## src/rtl/uart_tx_arbiter.sv

```systemverilog
// Round-robin, packet-locked arbiter sharing one UART transmitter among N_REQ sources.
// Define UART_ARB_TIMEOUT_EN to force release of a lock stalled for TIMEOUT_CYCLES.
module uart_tx_arbiter #(
  parameter int N_REQ          = 4,
  parameter int TIMEOUT_CYCLES = 4096
) (
  input  logic               clk,
  input  logic               nRst,
  input  logic [N_REQ-1:0]   req,
  input  logic [N_REQ-1:0]   last,
  input  logic [8*N_REQ-1:0] data,
  output logic [N_REQ-1:0]   ack,
  output logic [2:0]         owner,
  output logic               locked,
  output logic [7:0]         tx_data,
  output logic               tx_send,
  input  logic               tx_busy,
  output logic               timeout
);

  localparam logic [1:0] S_IDLE  = 2'd0;
  localparam logic [1:0] S_ISSUE = 2'd1;
  localparam logic [1:0] S_WHI   = 2'd2;
  localparam logic [1:0] S_WLO   = 2'd3;

  logic [1:0]       state_q, state_d;
  logic [2:0]       owner_q, owner_d;
  logic [2:0]       rr_q, rr_d;
  logic             locked_q, locked_d;
  logic [7:0]       txd_q, txd_d;
  logic             send_q, send_d;
  logic [N_REQ-1:0] ack_q, ack_d;
  logic             last_q, last_d;
  logic             hi_q, hi_d;
  logic             tmo_q, tmo_d;
  logic             tmo_hit;

  logic [2:0] win;
  logic       found;
  logic [7:0] own_data;
  logic       own_req;
  logic       own_last;

  // Search starts just after the last releasing owner.
  always_comb begin
    int idx;
    win   = '0;
    found = 1'b0;
    idx   = 0;
    for (int k = 1; k <= N_REQ; k++) begin
      idx = int'(rr_q) + k;
      if (idx >= N_REQ) idx = idx - N_REQ;
      if (!found && req[idx]) begin
        found = 1'b1;
        win   = 3'(idx);
      end
    end
  end

  always_comb begin
    own_data = '0;
    own_req  = 1'b0;
    own_last = 1'b0;
    for (int i = 0; i < N_REQ; i++) begin
      if (owner_q == 3'(i)) begin
        own_data = data[8*i +: 8];
        own_req  = req[i];
        own_last = last[i];
      end
    end
  end

  always_comb begin
    state_d  = state_q;
    owner_d  = owner_q;
    rr_d     = rr_q;
    locked_d = locked_q;
    txd_d    = txd_q;
    send_d   = 1'b0;
    ack_d    = '0;
    last_d   = last_q;
    hi_d     = 1'b0;
    tmo_d    = 1'b0;
    unique case (state_q)
      S_IDLE: begin
        if (found) begin
          owner_d  = win;
          locked_d = 1'b1;
          state_d  = S_ISSUE;
        end
      end
      S_ISSUE: begin
        if (own_req && !tx_busy) begin
          txd_d   = own_data;
          send_d  = 1'b1;
          ack_d   = N_REQ'(1) << owner_q;
          last_d  = own_last;
          state_d = S_WHI;
        end
      end
      S_WHI: begin
        hi_d = 1'b1;
        if (tx_busy || hi_q) state_d = S_WLO;
      end
      S_WLO: begin
        if (!tx_busy) begin
          if (last_q) begin
            rr_d     = owner_q;
            locked_d = 1'b0;
            state_d  = S_IDLE;
          end else begin
            state_d = S_ISSUE;
          end
        end
      end
    endcase
    if (tmo_hit && state_d == state_q) begin
      tmo_d    = 1'b1;
      rr_d     = owner_q;
      locked_d = 1'b0;
      state_d  = S_IDLE;
    end
  end

`ifdef UART_ARB_TIMEOUT_EN
  logic [15:0] cnt_q, cnt_d;

  assign tmo_hit = (state_q == S_ISSUE || state_q == S_WLO) &&
                   cnt_q == 16'(TIMEOUT_CYCLES - 1);

  always_comb begin
    cnt_d = (state_d != state_q) ? '0 : cnt_q + 16'd1;
  end

  always_ff @(posedge clk or negedge nRst) begin
    if (!nRst) cnt_q <= '0;
    else       cnt_q <= cnt_d;
  end
`else
  assign tmo_hit = 1'b0;
`endif

  always_ff @(posedge clk or negedge nRst) begin
    if (!nRst) begin
      state_q  <= S_IDLE;
      owner_q  <= 3'(N_REQ - 1);
      rr_q     <= 3'(N_REQ - 1);
      locked_q <= 1'b0;
      txd_q    <= '0;
      send_q   <= 1'b0;
      ack_q    <= '0;
      last_q   <= 1'b0;
      hi_q     <= 1'b0;
      tmo_q    <= 1'b0;
    end else begin
      state_q  <= state_d;
      owner_q  <= owner_d;
      rr_q     <= rr_d;
      locked_q <= locked_d;
      txd_q    <= txd_d;
      send_q   <= send_d;
      ack_q    <= ack_d;
      last_q   <= last_d;
      hi_q     <= hi_d;
      tmo_q    <= tmo_d;
    end
  end

  assign ack     = ack_q;
  assign owner   = owner_q;
  assign locked  = locked_q;
  assign tx_data = txd_q;
  assign tx_send = send_q;
  assign timeout = tmo_q;

endmodule

```

## config.mk

```make
export PLATFORM = sky130hd
export DESIGN_NAME = uart_tx_arbiter
export DESIGN_NICKNAME = d
export VERILOG_FILES = /design/src/rtl/uart_tx_arbiter.sv
export SDC_FILE = /design/constraint.sdc
export NUM_CORES = 1
export LEC_CHECK = 0
export BUFFER_PORTS_ARGS = -buffer_cell sky130_fd_sc_hd__buf_2
export CAP_MARGIN = 20
export CORE_ASPECT_RATIO = 1.25
export CORE_MARGIN = 2
export CORE_UTILIZATION = 49
export CTS_CLUSTER_SIZE = 14
export DETAILED_ROUTE_END_ITERATION = 8
export GPL_TIMING_DRIVEN = 1
export PLACE_DENSITY = 0.87
export SKIP_LAST_GASP = 1
export SYNTH_ARGS = -nofsm -noshare
export SYNTH_HDL_FRONTEND = slang
export SYNTH_SLANG_ARGS = --single-unit
```

## constraint.sdc

```tcl
create_clock -name clk -period 3 [get_ports clk]
set_input_delay 0.15 -clock clk [delete_from_list [all_inputs] [get_ports clk]]
set_output_delay 0.15 -clock clk [all_outputs]
set_load 0.1 [all_outputs]
```

==> results of run 1 <==
-- per-layer routing --
layer | vias up | wire length, um
li1 | 709 | -
met1 | 692 | 1630
met2 | 52 | 1980
met3 | 4 | 193
met4 | 0 | 49
met5 | - | 0
-- worst min-delay path by stage --
stage          slack (ns)                endpoint  startpoint  cells past startpoint
3_5_place_dp         0.16  tx_data[1]$_DFFE_PN0P_        nRst                      1
2_1_floorplan       -0.15        ack[0]$_DFF_PN0_        nRst                      0
4_1_cts              0.26      locked$_DFFE_PN0P_     tx_busy                      4
5_1_grt              0.30      locked$_DFFE_PN0P_     tx_busy                      4
3_3_place_gp         0.16  tx_data[1]$_DFFE_PN0P_        nRst                      1
6_report             0.26      locked$_DFFE_PN0P_     tx_busy                      4
-- power by group --
part / total, uW / switching, uW / leakage, uW / internal (uW)
Sequential: 615 / 147 / 0.000298 / 468
Clock: 282 / 103 / 0.0000357 / 178
Combinational: 1590 / 1070 / 0.000672 / 524
Total: 2490 / 1320 / 0.00101 / 1170
-- logic make-up after synthesis --
family,share of synthesized area [%]
simple gates,17.0
compound gates,12.6
flops,34.6
buf+inv,6.15
mux,20.1
fa+ha+maj,7.86
xor+xnor,1.50
other cells,0.214
-- layout make-up --
class,instances,area (um2),area share [%]
multi-input cells,123,1040,48.9
flip-flops and latches,24,606,28.6
clock buffers,3,41.3,1.95
inverters,10,37.5,1.77
well taps,39,48.8,2.30
clock inverters,1,30.0,1.42
repair buffers,62,320,15.1
-- critical path: stages, from the launching register on --
cell       delay, ns
dfstp_2         0.65
inv_1           0.15
ha_1            0.36
mux4_2          0.33
nor2b_4         0.14
nor3b_1         0.14
a2111oi_1       0.40
o21ai_1         0.09
-- cell usage after synthesis, drive strengths merged, types with 3 or more instances --
library cell   n
nor2           7
o21ai         14
a21oi          7
nor3           5
dfstp          4
ha            11
mux4          14
xnor2          3
dfrtp         20
inv           10
o31ai          3
buf            7
clkbuf         7
nor2b          4
nand2b        14
nand2         18
-- flip-flops by register name (all words and copies together) (netlist names) --
register and count:
ack 4, hi_q 1, last_q 1, locked 1, owner 3, rr_q 3, state_q 2, tx_data 8
tx_send 1
-- stage by stage --
stage	total power [uW]	instance area [um2]	hold slack [ns]
final	2490	2120	0.260
after global routing	2660	2120	0.300
after CTS	2500	2120	0.260
after detailed placement	2220	2040	0.156
after global placement	2160	2040	0.158
after floorplan	1950	1750	-0.146
==> summary.txt, run 1 <==
STA
  – Slew @ Worst Pin: ~0.68 ns
  – Post-layout min period: between 2 and 2.5 ns
  – Final Hold Fails: 0
  – Clk_skew: approximately 0.0045 ns
  – Crit share post-route: between 70% and 80%
  – Final setup margin: 0.602 ns
  – FMAX: between 0.4 and 0.5 GHz
  – Slew Viols, Final: 0
  – Unrepaired setup endpoints after global routing: no
  – Worst relative slew slack: between 50% and 60%
  – # setup viols final: 0
  – Setup TNS: 0 ns

Logic synthesis
  – Syn Std Cell Area: ~1800 um2
  – Ranking of synthesized cells by area: dfrtp_1 29%, mux4_2 17%, ha_1 7.9%
  – Yosys reg bits: 24
  – Number of synthesized flops with an enable pin: 0
  – Syn_area_per_cell: about 10 um2
  – Register area share after synthesis: between 30% and 40%
  – Syn Nets: 225
  – Ys flop type: dfrtp_1
  – Post-synth top area share: around 29%
  – Yosys cell types: 41
  – Post-synth ARST share: between 90% and 100%
  – Post-Syn Instances: 171
  – Synth Warn #: 0
  – Synth area leader: dfrtp_1

Worst setup path
  – Crit path capture: owner[2]$_DFFE_PN0P_
  – Critical Path End Type: flip-flop
  – Worst reg2reg path startpoint: rr_q[1]$_DFFE_PN1P_
  – Critical Path Start: rr_q[1]$_DFFE_PN1P_
  – CP Class: flip-flop to flip-flop
  – CP Max Fanout: 12
  – CP required: about 3.2 ns
  – Reg2Reg Setup Slack: 0.60 ns
  – FF-to-FF End: owner[2]$_DFFE_PN0P_
  – Worst reg2reg path depth: 7
  – CP arrival: roughly 2.6 ns
  – CP Launch Type: flip-flop

Detailed routing
  – DRC: 0
  – Final ANT Viol Nets: 0
  – Total via count in the routed design: roughly 1500
  – Avg WL per Cell: roughly 15 um
  – Initial DRC count: just over 50
  – TritonRoute pass-1 iters: 4
  – Vias/cell: 5.56
  – WL final: a little under 4000 um

Cells and area
  – N_diodes: 0
  – Total Nets Final: roughly 280
  – Area grow syn2layout: 21.2%
  – Share of layout cells above drive strength 1: approximately two fifths
  – Layout Cells excl Fill: 262
  – Most common cell after layout, fill and taps aside: buf_2
  – Commonest non-fill, non-tap cells in the layout: 59 x buf_2, 20 x dfrtp_1, 18 x nand2_1
  – Util after Layout: 61.4%
  – Filler cells: about 290

Clock tree
  – Total CTS buffers: 3
  – Post-CTS Resized: 0
  – Clock slew at reported path FFs: 0.09 ns
  – Clock Tree Root: clkbuf_8
  – CTS Buffer Depth: 2
  – Worst skew pair latency: 0.27 ns
  – Cts-stage hold buffer count: 1
  – Postcts setup bufs: 0
  – CTS tree: done
  – Clk sink count: 24
  – H-tree depth: 1

Floorplan
  – Starting density of the core: approximately 50%
  – Die X: about 57 um
  – Die area: 4070 um2
  – I/O pin cnt: a little over 60
  – Core ar.: between 3000 and 4000 um2
  – Die H: 70.8 um
  – Row cnt: 24

Global routing
  – Largest net degree at the start of global routing: 25
  – Most Used Layer, Global Route: met2
  – GRT Util Overall: a little over 20%
  – Residual overflow from global routing: 0
  – GR Layer Usage met3: 1.28%
  – GRT met1 Usage: a little over a quarter
  – First-pass GRT wire length: around 6400 um
  – Vias in the first global route: 1444
  – Initial antenna violation count: 0
  – GR Util met2: between 30% and 40%

Placed design
  – Port buffer count: between 50 and 60
  – Dpl ws: 0.603 ns
  – DPL Wire Length: just under 3000 um
  – RePlAce Congestion: 0.847
  – DP Cell Count: about 260

Job
  – Number of max-cap violations: 0

Power and ir drop
  – VDD IR max: 1.11 mV
  – LEAKAGE: approximately 0.0010 uW
  – PwrDens: around 1200 nW/um2

Min path
  – Hold/Removal Path Class: input pin to flip-flop

Outcome
  – Status: complete, no violations
Power figures use the tool's default switching activity.
==> run 2: changes to the inputs <==
Settings changed: ABC_AREA from default to 1, CORE_UTILIZATION 49 to 44, PLACE_DENSITY 0.87 to 0.83.
Clock period 3 ns to 1.99 ns, I/O delays scaled along.
==> run 2 against run 1 <==
  * Utilization shrank 2.9 points
  * Clock power up 5%
  * Sequential share of layout area increased by 0.88 points
  * Count of clock-buffer cells in the layout grew 1
  * Critical path depth up 2
  * Power increased by 56%
  * Maximum frequency grew 33%
  * Final cell count is 24% higher
  * Area after synthesis down 5.9%
==> summary.txt, run 2 <==
Logic synthesis
  – Synth Warn #: 0 (unchanged)
  – Syn_area_per_cell: 7.42 um2 (-27%)
  – Post-synth top area share: 30.4% (+1.8 points)
  – Ys flop type: dfrtp_1
  – Most frequent cell after synthesis: nand2_1
  – Number of synthesized flops with an enable pin: 0 (unchanged)
  – Ranking of synthesized cells by area: dfrtp_1 30%, nand2_1 16%, ha_1 8.4%
  – Yosys reg bits: 24 (unchanged)
  – Syn Nets: 276 (+23%)
  – Syn Std Cell Area: 1650 um2 (-5.9%)
  – Post-synth ARST share: 100% (unchanged)
  – Yosys cell types: 35 (-15%)
  – Register area share after synthesis: 36.8% (+2.2 points)
  – Synth area leader: dfrtp_1
  – Post-Syn Instances: 222 (+30%)
  – Most common library cells after synthesis: 70 x nand2_1, 20 x dfrtp_1, 20 x nand3_1, 16 x inv_1, 14 x o21ai_0

STA
  – Worst relative slew slack: 64.3% (+9.4 points)
  – Slew @ Worst Pin: 0.536 ns (-0.140 ns)
  – Clk_skew: 0.00254 ns (-0.00194 ns)
  – # setup viols final: 0 (unchanged)
  – FMAX: 0.553 GHz (+33%)
  – Post-layout min period: 1.81 ns (-0.588 ns)
  – Slew Viols, Final: 0 (unchanged)
  – Final setup margin: 0.180 ns (-0.422 ns)
  – Unrepaired setup endpoints after global routing: no
  – Crit share post-route: 90.9% (+11 points)
  – Final Hold Fails: 0 (unchanged)
  – Setup TNS: 0 ns (unchanged)

Worst setup path
  – CP required: 2.15 ns (-1.00 ns)
  – Levels on crit path: 9 (+2)
  – CP Max Fanout: 5 (-7)
  – Worst reg2reg path depth: 9 (+2)
  – Critical Path, Cell by Cell: inv_1 -> ha_4 -> inv_1 -> nand2_1 -> nand2_2 -> nor2_4 -> nand4_1 -> nand4_1 -> nand2_1
  – CP peak stage delay: 0.54 ns (-0.11 ns)
  – CP arrival: 1.97 ns (-0.58 ns)
  – CP Launch Type: flip-flop
  – CP max-delay cell: dfstp_2
  – Critical Path End Type: flip-flop
  – Buf/Inv on CP: 2 (+1)
  – Crit-path leading delay family: simple AND/OR/NAND/NOR gates
  – CP Class: flip-flop to flip-flop

Global routing
  – GRT Util Overall: 21.8% (+1.7 points)
  – Initial antenna violation count: 0 (unchanged)
  – First-pass GRT wire length: 7200 um (+12%)
  – Residual overflow from global routing: 0 (unchanged)
  – Vias in the first global route: 1732 (+20%)
  – Largest net degree at the start of global routing: 25 (unchanged)

Detailed routing
  – Avg WL per Cell: 13.0 um (-11%)
  – Total via count in the routed design: 1727 (+19%)
  – Initial DRC count: 38 (-25%)
  – DRC: 0 (unchanged)
  – Vias/cell: 5.31 (-4.4%)
  – TritonRoute pass-1 iters: 4 (unchanged)
  – WL final: 4240 um (+10%)
  – Final ANT Viol Nets: 0 (unchanged)

Cells and area
  – Finished Cell Area: 2070 um2 (-2.2%)
  – Largest register FFs: 8 (unchanged)
  – Area grow syn2layout: 25.9%
  – Commonest non-fill, non-tap cells in the layout: 70 x nand2_1, 59 x buf_2, 20 x nand3_1
  – N_diodes: 0 (unchanged)
  – Most common cell after layout, fill and taps aside: nand2_1
  – Share of layout cells above drive strength 1: 29.4% (-9.2 points)
  – Total Nets Final: 341 (+23%)

Placed design
  – DPL Wire Length: 3340 um (+12%)
  – Area after DPL: 1990 um2 (-2.2%)
  – Dpl ws: 0.134 ns (-0.469 ns)
  – RePlAce Congestion: 0.860 (+1.5%)
  – Port buffer count: 59 (unchanged)

Clock tree
  – Total CTS buffers: 3 (unchanged)
  – H-tree depth: 1 (unchanged)
  – Clock slew at reported path FFs: 0.08 ns (about the same)
  – Worst skew pair latency: 0.27 ns (about the same)
  – Clk sink count: 24 (unchanged)
  – CTS Buffer Depth: 2 (unchanged)
  – CTS tree: done
  – Clock Tree Root: clkbuf_8

Outcome
  – Status: complete, no violations

Floorplan
  – Row cnt: 24 (unchanged)
  – Die X: 58.7 um (+2.2%)
  – Die H: 72.4 um (+2.3%)
  – Starting density of the core: 46.5% (-4.2 points)
  – Die area: 4250 um2 (+4.5%)
  – Core ar.: 3540 um2 (+2.6%)
  – I/O pin cnt: 61 (unchanged)

Job
  – Number of max-cap violations: 0 (unchanged)

Power and ir drop
  – PwrDens: 1870 nW/um2 (+59%)
  – LEAKAGE: 0.00113 uW (+13%)
  – VDD IR max: 1.12 mV (+0.38%)

Min path
  – Hold Crit Depth: 3 (-1)
  – Hold/Removal Path Class: input pin to flip-flop
==> run 2: changes by cell type in the layout (fill, tap and decap cells not counted), sizes merged, moves of 4 or more <==
cell | before | now
nor2b | 4 | 0
nand4 | 0 | 7
o21ai | 14 | 19
buf | 61 | 65
nand2 | 18 | 72
inv | 10 | 19
a221oi | 0 | 6
nor2 | 7 | 15
nand2b | 14 | 0
nand3 | 1 | 21
mux4 | 14 | 0
==> run 2: layout make-up <==
class                      count  area, um2
fill                         334       1470
multi-input combinational    172        942
sequential                    24        611
timing repair buffer          66        350
inverter                      20       77.6
tap                           39       48.8
clock buffer                   4       45.0
==> run 2: cell families after synthesis <==
group / Yosys count / share of synthesized area [%]
AND/OR/NAND/NOR: 120 / 32.0
buffers and inverters: 26 / 7.14
adder cells (fa/ha/maj): 11 / 8.35
flip-flops: 24 / 36.8
AO/OA/AOI/OAI: 37 / 14.0
XOR/XNOR: 3 / 1.59
other: 1 / 0.228
==> run 2: path summary, 6_finish.rpt <==
kind	slack (ns)	endpoint	startpoint
setup / recovery	0.18	state_q[1]$_DFFE_PN0P_	rr_q[1]$_DFFE_PN1P_
hold / removal	0.11	tx_data[0]$_DFFE_PN0P_	data[24]
setup reg to reg	0.18	state_q[1]$_DFFE_PN0P_	rr_q[1]$_DFFE_PN1P_
hold reg to reg	0.48	tx_data[5]$_DFFE_PN0P_	tx_data[5]$_DFFE_PN0P_
max in group asynchronous	1.26	owner[2]$_DFFE_PN0P_	nRst
min in group asynchronous	0.34	locked$_DFFE_PN0P_	nRst
==> run 2: power breakdown <==
group	switching (uW)	internal, uW
Sequential	184	712
Clock	154	143
Combinational	1930	752
==> run 2: worst reg2reg max path: cells and delay by family, from the launching register on <==
family	cells	cell delay, ns
simple gates	6	0.73
fa+ha+maj	1	0.29
buf+inv	2	0.16
flops	1	0.54
==> run 2: what timing repair did <==
| action | 4_1_cts | 5_1_grt |
|---|---|---|
| hold buffers | 1 | 0 |
| hold endpoints to repair | 20 | 0 |
| resized for setup | 0 | 3 |
| setup buffers | 0 | 1 |
| endpoints found under the setup margin | 0 | 6 |
==> run 2: per-stage QoR <==
step / instances / hold WS [ns] / power (uW) / utilization, %
after floorplan: 222 / -0.196 / 2980 / -
after global placement: 319 / 0.110 / 3450 / 56.3
after detailed placement: 319 / 0.115 / 3510 / 56.3
after CTS: 324 / 0.113 / 3820 / 57.8
after global routing: 325 / 0.127 / 4190 / 58.5
final: 325 / 0.113 / 3870 / 58.5
==> run 2: metal layers <==
| metal | wire, um | global-route usage (%) | vias up |
|---|---|---|---|
| li1 | - | - | 871 |
| met1 | 1650 | 23.8 | 780 |
| met2 | 2210 | 39.1 | 65 |
| met3 | 275 | 5.17 | 11 |
| met4 | 99 | 9.34 | 0 |
| met5 | 0 | 0 | - |
==> run 3: changes to the inputs <==
Settings changed: CORE_MARGIN 2 to default.
==> run 3 against run 2 <==
  * Register-to-register slack worse by 0.03 ns
  * Worst setup slack lost 0.035 ns
  * Maximum frequency fell by 1.9%
  * Highest routed layer unchanged
==> summary.txt, run 3 (synthesis results as in run 2) <==
Placed design
  – DP Cell Count: 320 (+0.31%)
  – Area after DPL: 2000 um2 (+0.38%)
  – RePlAce Congestion: 0.927 (+7.8%)
  – Port buffer count: 59 (unchanged)
  – DPL Wire Length: 3270 um (-2.1%)

Detailed routing
  – Total via count in the routed design: 1746 (+1.1%)
  – TritonRoute pass-1 iters: 4 (unchanged)
  – DRC: 0 (unchanged)
  – Initial DRC count: 45 (+18%)
  – WL final: 4130 um (-2.5%)
  – Avg WL per Cell: 12.7 um (-2.8%)
  – Vias/cell: 5.36 (+0.79%)
  – Final ANT Viol Nets: 0 (unchanged)

Power and ir drop
  – PwrDens: 1870 nW/um2 (about the same)
  – Gate power share: 69.3% (about the same)
  – LEAKAGE: 0.00114 uW (+0.38%)
  – P_sw: 2270 uW (about the same)
  – Power share of the clock group: 7.7% (about the same)
  – Flop pwr share: 22.9% (-0.2 points)
  – Switching Share: 58.3% (-0.16 points)
  – Internal Power: 1620 uW (+0.74%)
  – VDD IR max: 1.23 mV (+10%)

Global routing
  – First-pass GRT wire length: 6990 um (-2.9%)
  – GRT Util Overall: 22.1% (+0.35 points)
  – Vias in the first global route: 1664 (-3.9%)
  – Initial antenna violation count: 0 (unchanged)
  – Largest net degree at the start of global routing: 25 (unchanged)
  – Residual overflow from global routing: 0 (unchanged)

Clock tree
  – Clock Tree Root: clkbuf_8
  – Total CTS buffers: 3 (unchanged)
  – Clk sink count: 24 (unchanged)
  – Clock slew at reported path FFs: 0.09 ns (about the same)
  – CTS Buffer Depth: 2 (unchanged)
  – H-tree depth: 1 (unchanged)
  – CTS tree: done
  – Worst skew pair latency: 0.27 ns (about the same)

Cells and area
  – Util after Layout: 58.8% (+0.21 points)
  – Area grow syn2layout: 26.3%
  – N_diodes: 0 (unchanged)
  – Total Nets Final: 342 (+0.29%)
  – Share of layout cells above drive strength 1: 29.6% (+0.25 points)
  – Most common cell after layout, fill and taps aside: nand2_1
  – Largest register FFs: 8 (unchanged)
  – Commonest non-fill, non-tap cells in the layout: 70 x nand2_1, 59 x buf_2, 20 x nand3_1
  – Filler cells: 336 (+0.60%)
  – Layout Cells excl Fill: 326 (+0.31%)
  – Finished Cell Area: 2080 um2 (+0.36%)

Floorplan
  – Die area: 4000 um2 (-6.1%)
  – Starting density of the core: 46.5% (unchanged)
  – Die X: 56.7 um (-3.4%)
  – Die H: 70.4 um (-2.8%)
  – Core ar.: 3540 um2 (unchanged)
  – Row cnt: 24 (unchanged)
  – I/O pin cnt: 61 (unchanged)

Worst setup path
  – Critical Path Start: rr_q[1]$_DFFE_PN1P_
  – Worst reg2reg path startpoint: rr_q[1]$_DFFE_PN1P_
  – CP Max Fanout: 5 (unchanged)
  – Reg2Reg Setup Slack: 0.15 ns (-0.03 ns)
  – Critical Path End Type: flip-flop
  – CP Class: flip-flop to flip-flop
  – CP Launch Type: flip-flop
  – CP required: 2.20 ns (+0.05 ns)
  – FF-to-FF End: state_q[1]$_DFFE_PN0P_
  – Worst reg2reg path depth: 10 (+1)
  – CP arrival: 2.05 ns (+0.08 ns)
  – Crit path capture: state_q[1]$_DFFE_PN0P_

STA
  – Clk_skew: 0.0104 ns (+0.00787 ns)
  – Post-layout min period: 1.84 ns (+0.0349 ns)
  – Crit share post-route: 92.7% (+1.8 points)
  – Slew @ Worst Pin: 0.538 ns (+0.00214 ns)
  – Final Hold Fails: 0 (unchanged)
  – FMAX: 0.542 GHz (-1.9%)
  – Hold WS: 0.101 ns (-0.0117 ns)
  – Worst relative slew slack: 64.2% (-0.14 points)
  – # setup viols final: 0 (unchanged)
  – Slew Viols, Final: 0 (unchanged)

Min path
  – Hold/Removal Path Class: input pin to flip-flop

Job
  – Number of max-cap violations: 0 (unchanged)

Outcome
  – Status: complete, no violations
## run 3: cell count changes in the layout (fill, tap and decap cells not counted), sizes merged
cell,previous run,this run
buf,65,66
## run 3: per-layer routing
layer | track usage (%) | part of all wire, % | vias up
met2 | 41.0 | 52 | 72
met5 | 0 | 0 | -
met1 | 24.8 | 40 | 801
met4 | 8.67 | 1.6 | 0
met3 | 3.52 | 6.2 | 7
li1 | - | - | 866
## run 3: worst min path at each step
stage | startpoint | to | slack, ns | cells past startpoint
final | data[30] | tx_data[6]$_DFFE_PN0P_ | 0.10 | 3
after global routing | data[30] | tx_data[6]$_DFFE_PN0P_ | 0.11 | 3
after CTS | data[30] | tx_data[6]$_DFFE_PN0P_ | 0.10 | 3
after detailed placement | nRst | locked$_DFFE_PN0P_ | 0.12 | 1
after global placement | nRst | locked$_DFFE_PN0P_ | 0.11 | 1
after floorplan | nRst | ack[0]$_DFF_PN0_ | -0.20 | 0
## run 3: worst max-delay path: stages (launching register included)
cell	delay [ns]
dfstp_2	0.53
inv_1	0.10
ha_4	0.30
inv_1	0.06
nand2_1	0.09
nand2_2	0.11
nor2_4	0.14
nand4_1	0.17
nand2_1	0.14
o21bai_1	0.07
nand2_1	0.06
## run 3: what timing repair did
item                                   CTS  global route
setup buffers                            0             1
endpoints found under the hold margin   20             0
gates resized for setup                  0             2
setup endpoints to repair                0             6
hold buffers                             1             0
## run 3: layout make-up
type,instances,area (um2),area share [%]
multi-input cells,172,942,45.3
flip-flops and latches,24,611,29.3
repair buffers,67,358,17.2
inverters,20,77.6,3.73
well taps,39,48.8,2.34
clock buffers,4,45.0,2.16
## run 3: per-stage QoR
step	setup WS (ns)	power [uW]	TNS, ns
4_1_cts	0.0974	3820	0
3_5_place_dp	0.121	3510	0
3_3_place_gp	0.195	3450	0
2_1_floorplan	0.0392	2980	0
5_1_grt	-0.00264	4200	-0.00264
6_report	0.145	3890	0
## run 3: power by group through the flow
stage	Sequential, uW	Clock [uW]	Combinational, uW
5_1_grt	921	324	2960
6_report	890	301	2690
3_5_place_dp	903	0	2610
2_1_floorplan	1680	0	1300
3_3_place_gp	897	0	2560
4_1_cts	894	308	2620
